$ cat src/rtl/matrix_scan_ctrl_if.sv
// Bus bundle between the scan controller, the frame RAM and the panel drivers.
// SCAN_DOUBLE_BUFFER_EN adds bank_o and widens rd_addr_o by one bank bit.
interface matrix_scan_ctrl_if #(
  parameter int unsigned RowW  = 32,
  parameter int unsigned ColW  = 16,
  parameter int unsigned AddrW = 4
);
`ifdef SCAN_DOUBLE_BUFFER_EN
  localparam int unsigned RdAddrW = AddrW + 1;
`else
  localparam int unsigned RdAddrW = AddrW;
`endif

  logic               frame_valid_i;
  logic               frame_ready_o;
  logic               rd_en_o;
  logic [RdAddrW-1:0] rd_addr_o;
  logic [RowW-1:0]    rd_data_i;
  logic               serial_o;
  logic               shift_en_o;
  logic               latch_o;
  logic               blank_o;
  logic [ColW-1:0]    row_sel_o;
  logic               frame_done_o;
`ifdef SCAN_DOUBLE_BUFFER_EN
  logic               bank_o;
`endif

  modport master (
`ifdef SCAN_DOUBLE_BUFFER_EN
    output bank_o,
`endif
    input  frame_valid_i,
    input  rd_data_i,
    output frame_ready_o,
    output rd_en_o,
    output rd_addr_o,
    output serial_o,
    output shift_en_o,
    output latch_o,
    output blank_o,
    output row_sel_o,
    output frame_done_o
  );

  modport slave (
`ifdef SCAN_DOUBLE_BUFFER_EN
    input  bank_o,
`endif
    output frame_valid_i,
    output rd_data_i,
    input  frame_ready_o,
    input  rd_en_o,
    input  rd_addr_o,
    input  serial_o,
    input  shift_en_o,
    input  latch_o,
    input  blank_o,
    input  row_sel_o,
    input  frame_done_o
  );
endinterface

$ cat src/rtl/matrix_scan_ctrl.sv
// LED matrix frame scan sequencer: fetch, shift out, latch and display each row in turn.
// Optional SCAN_DOUBLE_BUFFER_EN: ping-pong RAM banks selected by bank_o.
module matrix_scan_ctrl #(
  parameter int unsigned RowW    = 32,
  parameter int unsigned ColW    = 16,
  parameter int unsigned AddrW   = 4,
  parameter int unsigned CntW    = 6,
  parameter int unsigned HoldCyc = 64
) (
  input logic                clk,
  input logic                rst,
  matrix_scan_ctrl_if.master bus
);

`ifdef SCAN_DOUBLE_BUFFER_EN
  localparam int unsigned RdAddrW = AddrW + 1;
`else
  localparam int unsigned RdAddrW = AddrW;
`endif
  localparam int unsigned HoldW = (HoldCyc > 1) ? $clog2(HoldCyc) : 1;

  typedef enum logic [2:0] {
    StIdle, StFetch, StWait, StShift, StLatch, StDisplay
  } state_e;

  state_e             state_q, state_d;
  logic [AddrW-1:0]   row_q, row_d;
  logic [CntW-1:0]    bit_q, bit_d;
  logic [HoldW-1:0]   hold_q, hold_d;
  logic [RowW-1:0]    shreg_q, shreg_d;
  logic [ColW-1:0]    row_sel_q, row_sel_d;
`ifdef SCAN_DOUBLE_BUFFER_EN
  logic               bank_q, bank_d;
`endif

  logic               frame_ready;
  logic               rd_en;
  logic [RdAddrW-1:0] rd_addr;
  logic               serial;
  logic               shift_en;
  logic               latch;
  logic               blank;
  logic               frame_done;

  always_ff @(posedge clk or negedge rst) begin
    if (!rst) begin
      state_q   <= StIdle;
      row_q     <= '0;
      bit_q     <= '0;
      hold_q    <= '0;
      shreg_q   <= '0;
      row_sel_q <= '0;
`ifdef SCAN_DOUBLE_BUFFER_EN
      bank_q    <= 1'b1;
`endif
    end else begin
      state_q   <= state_d;
      row_q     <= row_d;
      bit_q     <= bit_d;
      hold_q    <= hold_d;
      shreg_q   <= shreg_d;
      row_sel_q <= row_sel_d;
`ifdef SCAN_DOUBLE_BUFFER_EN
      bank_q    <= bank_d;
`endif
    end
  end

  always_comb begin
    state_d     = state_q;
    row_d       = row_q;
    bit_d       = bit_q;
    hold_d      = hold_q;
    shreg_d     = shreg_q;
    row_sel_d   = row_sel_q;
`ifdef SCAN_DOUBLE_BUFFER_EN
    bank_d      = bank_q;
`endif
    frame_ready = 1'b0;
    rd_en       = 1'b0;
    rd_addr     = '0;
    serial      = 1'b0;
    shift_en    = 1'b0;
    latch       = 1'b0;
    blank       = 1'b1;
    frame_done  = 1'b0;

    unique case (state_q)
      StIdle: begin
        frame_ready = 1'b1;
        if (bus.frame_valid_i) begin
          row_d   = '0;
          state_d = StFetch;
`ifdef SCAN_DOUBLE_BUFFER_EN
          // Writer owns the other bank; flip to the one it just completed.
          bank_d  = ~bank_q;
`endif
        end
      end
      StFetch: begin
        rd_en   = 1'b1;
`ifdef SCAN_DOUBLE_BUFFER_EN
        rd_addr = {bank_q, row_q};
`else
        rd_addr = row_q;
`endif
        state_d = StWait;
      end
      StWait: begin
        shreg_d = bus.rd_data_i;
        bit_d   = '0;
        state_d = StShift;
      end
      StShift: begin
        shift_en = 1'b1;
        serial   = shreg_q[RowW-1];
        shreg_d  = shreg_q << 1;
        bit_d    = bit_q + 1'b1;
        if (bit_q == CntW'(RowW - 1)) begin
          state_d = StLatch;
        end
      end
      StLatch: begin
        latch     = 1'b1;
        row_sel_d = ColW'(1) << row_q;
        hold_d    = '0;
        state_d   = StDisplay;
      end
      StDisplay: begin
        blank  = 1'b0;
        hold_d = hold_q + 1'b1;
        if (hold_q == HoldW'(HoldCyc - 1)) begin
          if (row_q != AddrW'(ColW - 1)) begin
            row_d   = row_q + 1'b1;
            state_d = StFetch;
          end else begin
            // Pulse coincides with the final hold cycle so a held frame_valid_i
            // restarts after exactly one idle cycle.
            frame_done = 1'b1;
            row_sel_d  = '0;
            row_d      = '0;
            state_d    = StIdle;
          end
        end
      end
      default: state_d = StIdle;
    endcase
  end

  assign bus.frame_ready_o = frame_ready;
  assign bus.rd_en_o       = rd_en;
  assign bus.rd_addr_o     = rd_addr;
  assign bus.serial_o      = serial;
  assign bus.shift_en_o    = shift_en;
  assign bus.latch_o       = latch;
  assign bus.blank_o       = blank;
  assign bus.row_sel_o     = row_sel_q;
  assign bus.frame_done_o  = frame_done;
`ifdef SCAN_DOUBLE_BUFFER_EN
  assign bus.bank_o        = bank_q;
`endif

endmodule

$ cat src/flat_wrapper.sv
// flat-port wrapper written by rule: the top's interface ports become plain ports
module matrix_scan_ctrl_flat 
#(
  parameter int unsigned RowW    = 32,
  parameter int unsigned ColW    = 16,
  parameter int unsigned AddrW   = 4,
  parameter int unsigned CntW    = 6,
  parameter int unsigned HoldCyc = 64
)
  (clk, rst, bus_frame_valid_i, bus_rd_data_i, bus_frame_ready_o, bus_rd_en_o, bus_rd_addr_o, bus_serial_o, bus_shift_en_o, bus_latch_o, bus_blank_o, bus_row_sel_o, bus_frame_done_o);
  matrix_scan_ctrl_if #(.RowW(RowW), .ColW(ColW), .AddrW(AddrW)) bus_i ();
  input logic clk;
  input logic rst;
  input wire logic [$bits(bus_i.frame_valid_i)-1:0] bus_frame_valid_i;
  input wire logic [$bits(bus_i.rd_data_i)-1:0] bus_rd_data_i;
  output wire logic [$bits(bus_i.frame_ready_o)-1:0] bus_frame_ready_o;
  output wire logic [$bits(bus_i.rd_en_o)-1:0] bus_rd_en_o;
  output wire logic [$bits(bus_i.rd_addr_o)-1:0] bus_rd_addr_o;
  output wire logic [$bits(bus_i.serial_o)-1:0] bus_serial_o;
  output wire logic [$bits(bus_i.shift_en_o)-1:0] bus_shift_en_o;
  output wire logic [$bits(bus_i.latch_o)-1:0] bus_latch_o;
  output wire logic [$bits(bus_i.blank_o)-1:0] bus_blank_o;
  output wire logic [$bits(bus_i.row_sel_o)-1:0] bus_row_sel_o;
  output wire logic [$bits(bus_i.frame_done_o)-1:0] bus_frame_done_o;
  assign bus_i.frame_valid_i = bus_frame_valid_i;
  assign bus_i.rd_data_i = bus_rd_data_i;
  assign bus_frame_ready_o = bus_i.frame_ready_o;
  assign bus_rd_en_o = bus_i.rd_en_o;
  assign bus_rd_addr_o = bus_i.rd_addr_o;
  assign bus_serial_o = bus_i.serial_o;
  assign bus_shift_en_o = bus_i.shift_en_o;
  assign bus_latch_o = bus_i.latch_o;
  assign bus_blank_o = bus_i.blank_o;
  assign bus_row_sel_o = bus_i.row_sel_o;
  assign bus_frame_done_o = bus_i.frame_done_o;
  matrix_scan_ctrl #(.RowW(RowW), .ColW(ColW), .AddrW(AddrW), .CntW(CntW), .HoldCyc(HoldCyc)) u_core (.clk(clk), .rst(rst), .bus(bus_i));
endmodule
$ cat config.mk
export PLATFORM = sky130hd
export DESIGN_NAME = matrix_scan_ctrl_flat
export DESIGN_NICKNAME = d
export VERILOG_FILES = /design/src/rtl/matrix_scan_ctrl_if.sv /design/src/rtl/matrix_scan_ctrl.sv /design/src/flat_wrapper.sv
export SDC_FILE = /design/constraint.sdc
export NUM_CORES = 1
export LEC_CHECK = 0
export BUFFER_PORTS_ARGS = -buffer_cell sky130_fd_sc_hd__buf_2
export CORE_MARGIN = 5
export CORE_UTILIZATION = 30
export CTS_CLUSTER_SIZE = 14
export DETAILED_ROUTE_END_ITERATION = 6
export SYNTH_ARGS = -nofsm -noshare
export SYNTH_HDL_FRONTEND = slang
export SYNTH_SLANG_ARGS = --single-unit
$ cat constraint.sdc
create_clock -name clk -period 2.1 [get_ports clk]
set_input_delay 0.42 -clock clk [delete_from_list [all_inputs] [get_ports clk]]
set_output_delay 0.42 -clock clk [all_outputs]
set_load 0.01 [all_outputs]
# ---- Yosys cells after proc, flatten, opt, wreduce, memory -nomap -nowiden
# Cells that the tools add are included.
dict set report op_classes {
  eq_ne 12
  n_mux 25
  addsub 3
  reduce_logical 7
  n_shift 1
  div 0
  bitwise_logic 0
  order_cmp 0
  multipliers 0
}
# op n
set ops {}
lappend ops {{one-hot mux 32 bit (2 select lines)} 1}
lappend ops {{two-way mux 16 bit} 2}
lappend ops {{one-hot mux 16 bit (2 select lines)} 1}
lappend ops {{one-hot mux 6 bit (2 select lines)} 2}
lappend ops {{one-hot mux 3 bit (6 select lines)} 1}
lappend ops {{two-way mux 4 bit} 4}
lappend ops {{left shift 1 x 4 -> 16 bit, first input constant} 1}
lappend ops {{adder 6 x 1 -> 6 bit, second input constant} 2}
lappend ops {{two-way mux 1 bit} 10}
lappend ops {{two-way mux 3 bit} 3}
lappend ops {{AND reduction 3 bit} 3}
lappend ops {{one-hot mux 4 bit (2 select lines)} 1}
lappend ops {{== test 3 x 2 -> 1 bit, second input constant} 2}
lappend ops {{== test 3 bit, second input constant} 2}
lappend ops {{== test 6 x 5 -> 1 bit, second input constant} 1}
lappend ops {{== test 6 bit, second input constant} 1}
lappend ops {{nonzero test 2 bit} 3}
lappend ops {{adder 4 x 1 -> 4 bit, second input constant} 1}
lappend ops {{!= test 2 x 1 -> 1 bit, second input constant} 2}
lappend ops {{!= test 2 bit, second input constant} 2}
lappend ops {{!= test 4 bit, second input constant} 1}
lappend ops {{== test 3 x 1 -> 1 bit, second input constant} 1}
lappend ops {{logical NOT 3 bit} 1}
dict set report word_totals {
  ff_bits 67
  latchBits 0
  output_inout_bits 27
  memories 0
  mem_bits_ro 0
  ram_bits 0
}

# ---- Longest topological paths before layout
# Gate-level depths: netlist of the first run.
dict set report depth {
  ltp_word 4
  ltp_mapped 6
}

# ---- Least setup slack after synthesis of the first run
# No wires, ideal clock.
dict set report synth_path {
  path_kind {reg2out}
  from {register u_core.state_q[0]}
  to {output bus_frame_ready_o}
  arrival_ns 1.219
  stages_incl_launch_ff 5
  required_ns 1.680
  slack_ns 0.461
  cell_sequence {dfrtp_1 -> buf_4 -> buf_2 -> clkbuf_1 -> nor3_1}
}
dict set report synth_between {
  elab_chain_cells 2
}
# element line_no
set synth_lines {}
lappend synth_lines {{start, declared} matrix_scan_ctrl.sv:26} ;# state_e state_q, state_d;
lappend synth_lines {{start signal, assigned} matrix_scan_ctrl.sv:47} ;# state_q <= StIdle;
lappend synth_lines {{start signal, assigned} matrix_scan_ctrl.sv:57} ;# state_q <= state_d;
lappend synth_lines {{logical NOT 3 bit} matrix_scan_ctrl.sv:88} ;# unique case (state_q)
lappend synth_lines {{two-way mux 1 bit} matrix_scan_ctrl.sv:88}
lappend synth_lines {{end, declared} flat_wrapper.sv:16} ;# output wire logic [$bits(bus_i.frame_ready_o)-1:0] bus_frame_ready_o;
# Every way passes these cells.

# ---- Final worst setup path of the first run
dict set report layout_path {
  from {register u_core.row_q[0]}
  to {output bus_frame_done_o}
}
dict set report layout_between {
  elab_chain_cells 4
}
# element line_no
set layout_lines {}
lappend layout_lines {{start, declared} matrix_scan_ctrl.sv:27} ;# logic [AddrW-1:0] row_q, row_d;
lappend layout_lines {{start signal, assigned} matrix_scan_ctrl.sv:58} ;# row_q <= row_d;
lappend layout_lines {{!= test 4 bit} matrix_scan_ctrl.sv:133} ;# if (row_q != AddrW'(ColW - 1)) begin
lappend layout_lines {{two-way mux 1 bit} matrix_scan_ctrl.sv:133}
lappend layout_lines {{two-way mux 1 bit} matrix_scan_ctrl.sv:132} ;# if (hold_q == HoldW'(HoldCyc - 1)) begin
lappend layout_lines {{two-way mux 1 bit} matrix_scan_ctrl.sv:88}
lappend layout_lines {{end, declared} flat_wrapper.sv:24} ;# output wire logic [$bits(bus_i.frame_done_o)-1:0] bus_frame_done_o;
# Every way passes these cells.

==> metrics.csv, run 1 <==
stage,metric,value,unit
worst_setup_path,CP startpoint,u_core.row_q[0]$_DFFE_PN0P_,
yosys,"Cell Area, Synth",3260,um2
sta,Post-Route Skew,0.00893,ns
yosys,flop and latch count out of synthesis,67,
power_and_ir_drop,Pwr Total,0.00403,W
worst_setup_path,critical-path cell with the highest stage delay,dfrtp_1,
finish,Final Non-Filler Cells,520,
finish,Final nets,419,
yosys,share of the synthesized area in the top cell type,0.515,
yosys,"Seq/Total Area, Yosys",0.515,
die,core box area,10700,um2
placement,Cells after DPL,501,
worst_setup_path,Worst Path Required,1.68,ns
yosys,Simple-Gate Fraction of Synth Area,0.151,
route,routed length per instance,13.8,um
global_route,pin count of the biggest net entering global routing,74,
global_route,number of global-route vias before repair,2556,
job,max-cap violations,0,
sta,Final min period,1.96,ns
cts,CTS tree,built,
yosys,compound-gate portion of the synthesized area,0.146,
sta,worst hold slack,0.0831,ns
worst_setup_path,R2R Setup Slk,0.43,ns
worst_setup_path,worst-path cell chain,ha_2 > and3_4 > nand4_4 > nor2_1 > buf_2,
die,Die ar.,13000,um2
yosys,synth unique cells,41,
sta,setup TNS,0,ns
cts,hold_buf cts,0,
sta,Slew @ Worst Pin,0.489,ns
yosys,cell taking the most area after synthesis,dfrtp_1,
finish,"leading cell type in the layout, fill and taps excluded",dfrtp_1,
sta,RSZ-0062 raised after global routing,false,
die,chip height,114,um
outcome,outcome,"complete, no violations",
global_route,global route total overflow,0,
sta,fmax,510,MHz
cts,Root Driver,clkbuf_8,
finish,finished layout cell area,3960,um2
worst_setup_path,"delay-heaviest family, CP",simple AND/OR/NAND/NOR gates,
global_route,met1 Use GR,0.146,
sta,Hold Fails Final Rpt,0,
yosys,largest cells by area after synthesis,"dfrtp_1 51%, mux2i_1 11%, o21ai_0 6.3%",
cts,CTS buffer count,9,
yosys,Synth Area in XOR/XNOR,0,
finish,P&R area growth vs syn,21.4,%
route,drc violations,0,
global_route,first-pass GRT wire length,12.1,mm
route,Routed WL,7.17,mm
die,Die X,114,um
sta,Tcrit/Tclk final,0.933,
placement,dpl hpwl,4.95,mm
die,Rows,38,
yosys,"FFs w/ async S/R, synth",1.00,
cts,clk slew on worst S/H paths,0.07,ns
power_and_ir_drop,VDD IR max,0.538,mV
worst_setup_path,number of buffers and inverters on the critical path,1,
route,"antenna viol nets, final",0,
power_and_ir_drop,Pleak,1.98,nW
yosys,Syn Inst Count,313,
route,vias per cell,4.78,
placement,Post-DP Area,3730,um2
cts,clk sinks,67,
global_route,met3 Use GR,0.0486,
worst_setup_path,critical path data arrival time,1.54,ns
route,number of DRC markers in iteration 0,137,
route,via count,2488,
yosys,multiplexer area fraction after synthesis,0.117,
worst_setup_path,crit-path max FO,4,
placement,GP Congestion,0.753,
sta,relative slew slack,0.671,
yosys,largest family of logic cells by synthesized area,simple AND/OR/NAND/NOR gates,
yosys,number of synthesized flops with an enable pin,0,
finish,layout cells sized above 1,0.263,
worst_setup_path,Worst path max stage delay,0.40,ns
yosys,Ys Warns,0,
global_route,layer with the highest usage,met2,
global_route,met2 GRT Util,0.178,
yosys,top_reg_cell synth,dfrtp_1,
yosys,post-synthesis adder-cell area fraction,0.0307,
global_route,initial antenna violation count,0,
finish,most frequent cells in the layout,"65 x dfrtp_1, 61 x buf_2, 52 x nand2_1",
route,Pre-antenna DRT Iters,4,
worst_hold_path,Hold WC Path Type,in2async,
sta,final slew viol count,0,
global_route,total track usage,0.117,
placement,Port Buffer Count,61,
cts,Clock Tree Buf Depth,2,
power_and_ir_drop,Pwr Density,1020,nW/um2
yosys,Syn Nets,356,
worst_setup_path,r2r startpoint,u_core.state_q[0]$_DFFE_PN0P_,
worst_setup_path,startpoint type of the worst setup path,flop,
worst_setup_path,crit path kind,reg2out,
sta,# setup viols final,0,
die,Starting Density,0.303,
finish,diode count,0,
die,IO Pins,62,
cts,clock latency at the later pin of the worst-skew pair,0.35,ns
worst_setup_path,critical path capture point type,primary output,
yosys,syn avg cell area,10.4,um2
cts,H-tree levels,3,
path summary, 6_finish.rpt:
check,endpoint,depth (start not counted)
min,u_core.hold_q[1]$_DFFE_PN0P_,2
min in group clk,u_core.shreg_q[0]$_DFFE_PN0P_,3
max reg2reg,u_core.row_q[0]$_DFFE_PN0P_,5
max in group asynchronous,u_core.state_q[0]$_DFFE_PN0P_,2
min reg2reg,u_core.shreg_q[4]$_DFFE_PN0P_,2
max,bus_frame_done_o,5
timing repair:
| item | CTS | global route |
|---|---|---|
| setup endpoints to repair | 0 | 5 |
| gates resized for setup | 0 | 5 |
| buffers inserted | 0 | 4 |
per-layer routing:
layer,share of wire,vias to the layer above
li1,-,1247
met1,0.48,1166
met2,0.43,63
met3,0.070,12
met4,0.019,0
met5,0,-
sequential cells by signal, indices dropped and copies added, names as in the netlist:
signal / flops
u_core.bit_q: 6
u_core.state_q: 3
u_core.bus.row_sel_o: 16
u_core.shreg_q: 32
u_core.hold_q: 6
u_core.row_q: 4
area by class of cell:
class / count / area [um2]
fill: 1110 / 6790
sequential: 67 / 1680
multi-input combinational: 219 / 1460
timing repair buffer: 73 / 433
tap: 140 / 175
clock buffer: 13 / 169
inverter: 6 / 22.5
clock inverter: 2 / 10.0
logic make-up (layout without fill, tap and decap cells):
logic type,Yosys count,count (layout)
compound gates,72,72
fa+ha+maj,8,8
buf+inv,27,94
flops,67,67
mux,38,38
simple gates,101,101
where the power goes:
| group | total [W] | switching [W] | leakage, nW | internal (W) |
|---|---|---|---|---|
| Sequential | 0.00195 | 0.000288 | 0.859 | 0.00166 |
| Combinational | 0.00108 | 0.000549 | 1.02 | 0.000532 |
| Clock | 0.000996 | 0.000481 | 0.0953 | 0.000516 |
| Total | 0.00403 | 0.00132 | 1.98 | 0.00271 |
stage by stage:
stage           util  worst slack, ns
2_1_floorplan      -            0.461
3_3_place_gp   0.347            0.464
3_5_place_dp   0.347            0.400
4_1_cts        0.364           0.0558
5_1_grt        0.368         0.000685
6_report       0.368            0.141
cell usage after synthesis, types with 2 or more instances:
cell and number:
a21oi_1 3, a22o_1 16, a32o_1 3, and3_1 2, and3_4 2, buf_2 5
buf_4 3, buf_6 2, clkbuf_1 10, dfrtp_1 67, ha_1 8, inv_1 5
mux2i_1 37, nand2_1 52, nand2b_1 2, nand3_1 7, nor2_1 11, nor2b_1 2
nor3_1 10, nor4_1 5, o21ai_0 41
Power figures use the tool's default switching activity.
==> run 2, diff against run 1 <==
Settings changed: BUFFER_PORTS_ARGS -buffer_cell sky130_fd_sc_hd__buf_2 to unset, DONT_BUFFER_PORTS set to 1.
==> metrics.csv, run 2 (synthesis gave the netlist of run 1 again) <==
stage,metric,value,unit,change
finish,diode count,0,,unchanged
sta,fmax,509,MHz,-0.29%
power_and_ir_drop,sequential share of power,0.454,,-0.031
cts,H-tree levels,3,,unchanged
global_route,initial antenna violation count,0,,unchanged
worst_setup_path,r2r startpoint,u_core.row_q[0]$_DFFE_PN0P_,,
worst_setup_path,crit-path max FO,4,,unchanged
route,vias per cell,4.96,,+3.7%
outcome,outcome,"complete, no violations",,
finish,most frequent cells in the layout,"65 x dfrtp_1, 52 x nand2_1, 41 x o21ai_0",,
finish,"leading cell type in the layout, fill and taps excluded",dfrtp_1,,
cts,Clock Tree Buf Depth,2,,unchanged
power_and_ir_drop,Cell Int Power,0.00295,W,+8.6%
route,number of DRC markers in iteration 0,163,,+19%
power_and_ir_drop,Pleak,1.72,nW,-13%
worst_setup_path,FF-to-FF End,u_core.row_q[0]$_DFFE_PN0P_,,
worst_setup_path,Worst path max stage delay,0.40,ns,about the same
global_route,first-pass GRT wire length,11.8,mm,-3.1%
worst_setup_path,critical path capture point type,primary output,,
finish,fillcell total,1110,,unchanged
sta,Tcrit/Tclk final,0.936,,+0.00272
placement,GP Congestion,0.775,,+2.9%
worst_setup_path,crit path kind,reg2out,,
power_and_ir_drop,P_sw,0.00132,W,about the same
global_route,pin count of the biggest net entering global routing,68,,-8.1%
die,Rows,38,,unchanged
global_route,number of global-route vias before repair,2341,,-8.4%
worst_setup_path,worst r2r path cells,5,,unchanged
worst_hold_path,Hold WC Path Type,in2reg,,
die,Die X,114,um,unchanged
die,chip height,114,um,unchanged
worst_setup_path,critical path data arrival time,1.55,ns,about the same
sta,Post-Route Skew,0.00876,ns,-0.000170 ns
sta,Hold Fails Final Rpt,0,,unchanged
global_route,global route total overflow,0,,unchanged
global_route,total track usage,0.113,,-0.00363
route,Pre-antenna DRT Iters,4,,unchanged
placement,Port Buffer Count,0,,-100%
worst_setup_path,R2R Setup Slk,0.43,ns,about the same
finish,P&R area growth vs syn,13.8,%,
finish,Top reg by flops,u_core.shreg_q,,
cts,Root Driver,clkbuf_8,,
cts,CTS tree,built,,
placement,dpl hpwl,4.84,mm,-2.3%
die,IO Pins,62,,unchanged
die,core box area,10700,um2,unchanged
cts,CTS buffer count,9,,unchanged
worst_setup_path,worst-path cell chain,ha_1 > and3_4 > nand4_2 > nor2_1,,
worst_setup_path,CP startpoint,u_core.hold_q[0]$_DFFE_PN0P_,,
power_and_ir_drop,Clock Power Share,0.301,,+0.054
power_and_ir_drop,Switching Share,0.309,,-0.0181
job,max-cap violations,0,,unchanged
finish,Final Util,0.345,,-0.0229
sta,RSZ-0062 raised after global routing,false,,
finish,layout cells sized above 1,0.125,,-0.139
worst_setup_path,startpoint type of the worst setup path,flop,,
cts,clock latency at the later pin of the worst-skew pair,0.34,ns,about the same
die,Die ar.,13000,um2,unchanged
sta,final slew viol count,0,,unchanged
route,drc violations,0,,unchanged
route,Routed WL,6.99,mm,-2.5%
worst_setup_path,critical-path cell with the highest stage delay,dfrtp_1,,
cts,clk slew on worst S/H paths,0.08,ns,about the same
sta,Final min period,1.97,ns,+0.00572 ns
sta,setup TNS,0,ns,unchanged
die,Starting Density,0.303,,unchanged
route,routed length per instance,15.2,um,+10%
route,"antenna viol nets, final",0,,unchanged
power_and_ir_drop,VDD IR max,0.653,mV,+21%
worst_setup_path,Worst Path Required,1.68,ns,about the same
finish,max FFs per register,32,,unchanged
power_and_ir_drop,Pwr Density,1150,nW/um2,+13%
sta,relative slew slack,0.692,,+0.0204
route,via count,2288,,-8.0%
sta,# setup viols final,0,,unchanged
power_and_ir_drop,Combinational Power Share,0.245,,-0.023
worst_setup_path,Critical Path End,bus_frame_done_o,,
sta,Slew @ Worst Pin,0.459,ns,-0.0296 ns
cts,clk sinks,67,,unchanged
finish,Final nets,359,,-14%
-- run 2: cell type report --
cell class                      instances  area [um2]  area share
Clock buffer                            9         124      0.0334
Clock inverter                          7         116      0.0314
Inverter                                6        22.5     0.00607
Multi-Input combinational cell        219        1450       0.392
Sequential cell                        67        1680       0.453
Tap cell                              140         175      0.0472
Timing Repair Buffer                   13         136      0.0368
-- run 2: timing repair --
action	4_1_cts	5_1_grt
gates cloned	0	0
setup endpoints to repair	1	6
buffers inserted	0	0
hold buffers	2	0
endpoints found under the hold margin	67	0
gates resized for setup	1	3
-- run 2: worst min-delay path by stage --
| stage | end | start | slack, ns | depth (start not counted) |
|---|---|---|---|---|
| 2_1_floorplan | u_core.bit_q[0]$_DFFE_PN0P_ | rst | 0.12 | 0 |
| 3_3_place_gp | u_core.hold_q[0]$_DFFE_PN0P_ | rst | 0.13 | 0 |
| 3_5_place_dp | u_core.hold_q[0]$_DFFE_PN0P_ | rst | 0.13 | 0 |
| 4_1_cts | u_core.shreg_q[0]$_DFFE_PN0P_ | bus_rd_data_i[0] | 0.23 | 2 |
| 5_1_grt | u_core.shreg_q[0]$_DFFE_PN0P_ | bus_rd_data_i[0] | 0.24 | 2 |
| 6_report | u_core.shreg_q[0]$_DFFE_PN0P_ | bus_rd_data_i[0] | 0.24 | 2 |
-- run 2: metrics by stage --
stage	cells	power, W	hold WS [ns]	setup slack [ns]	area [um2]
2_1_floorplan	313	0.00273	0.124	0.461	3260
3_3_place_gp	443	0.00292	0.126	0.416	3420
3_5_place_dp	443	0.00299	0.126	0.392	3420
4_1_cts	461	0.00435	0.230	0.0290	3700
5_1_grt	461	0.00458	0.241	0.000745	3710
6_report	461	0.00426	0.242	0.135	3710
-- run 2: power groups by stage --
| stage | sequential, W | combinational (W) | clock [W] |
|---|---|---|---|
| finish | 0.00194 | 0.00104 | 0.00128 |
| global route | 0.00199 | 0.00119 | 0.00140 |
| CTS | 0.00193 | 0.00107 | 0.00134 |
| detailed placement | 0.00196 | 0.00103 | 0 |
| global placement | 0.00193 | 0.000985 | 0 |
| floorplan | 0.00184 | 0.000887 | 0 |
-- run 2: per-layer routing --
layer  global-route usage  routed length (um)  up-vias
met3               0.0544                 640       10
li1                     -                   -     1116
met5                    0                   0        -
met4               0.0404                 110        0
met2                0.171                3220       68
met1                0.141                3020     1094
-- run 2: critical path: cells and delay by family (launching register included) --
kind	cells	cell delay, ns
adder cells (fa/ha/maj)	1	0.22
flip-flops	1	0.40
AND/OR/NAND/NOR	3	0.59
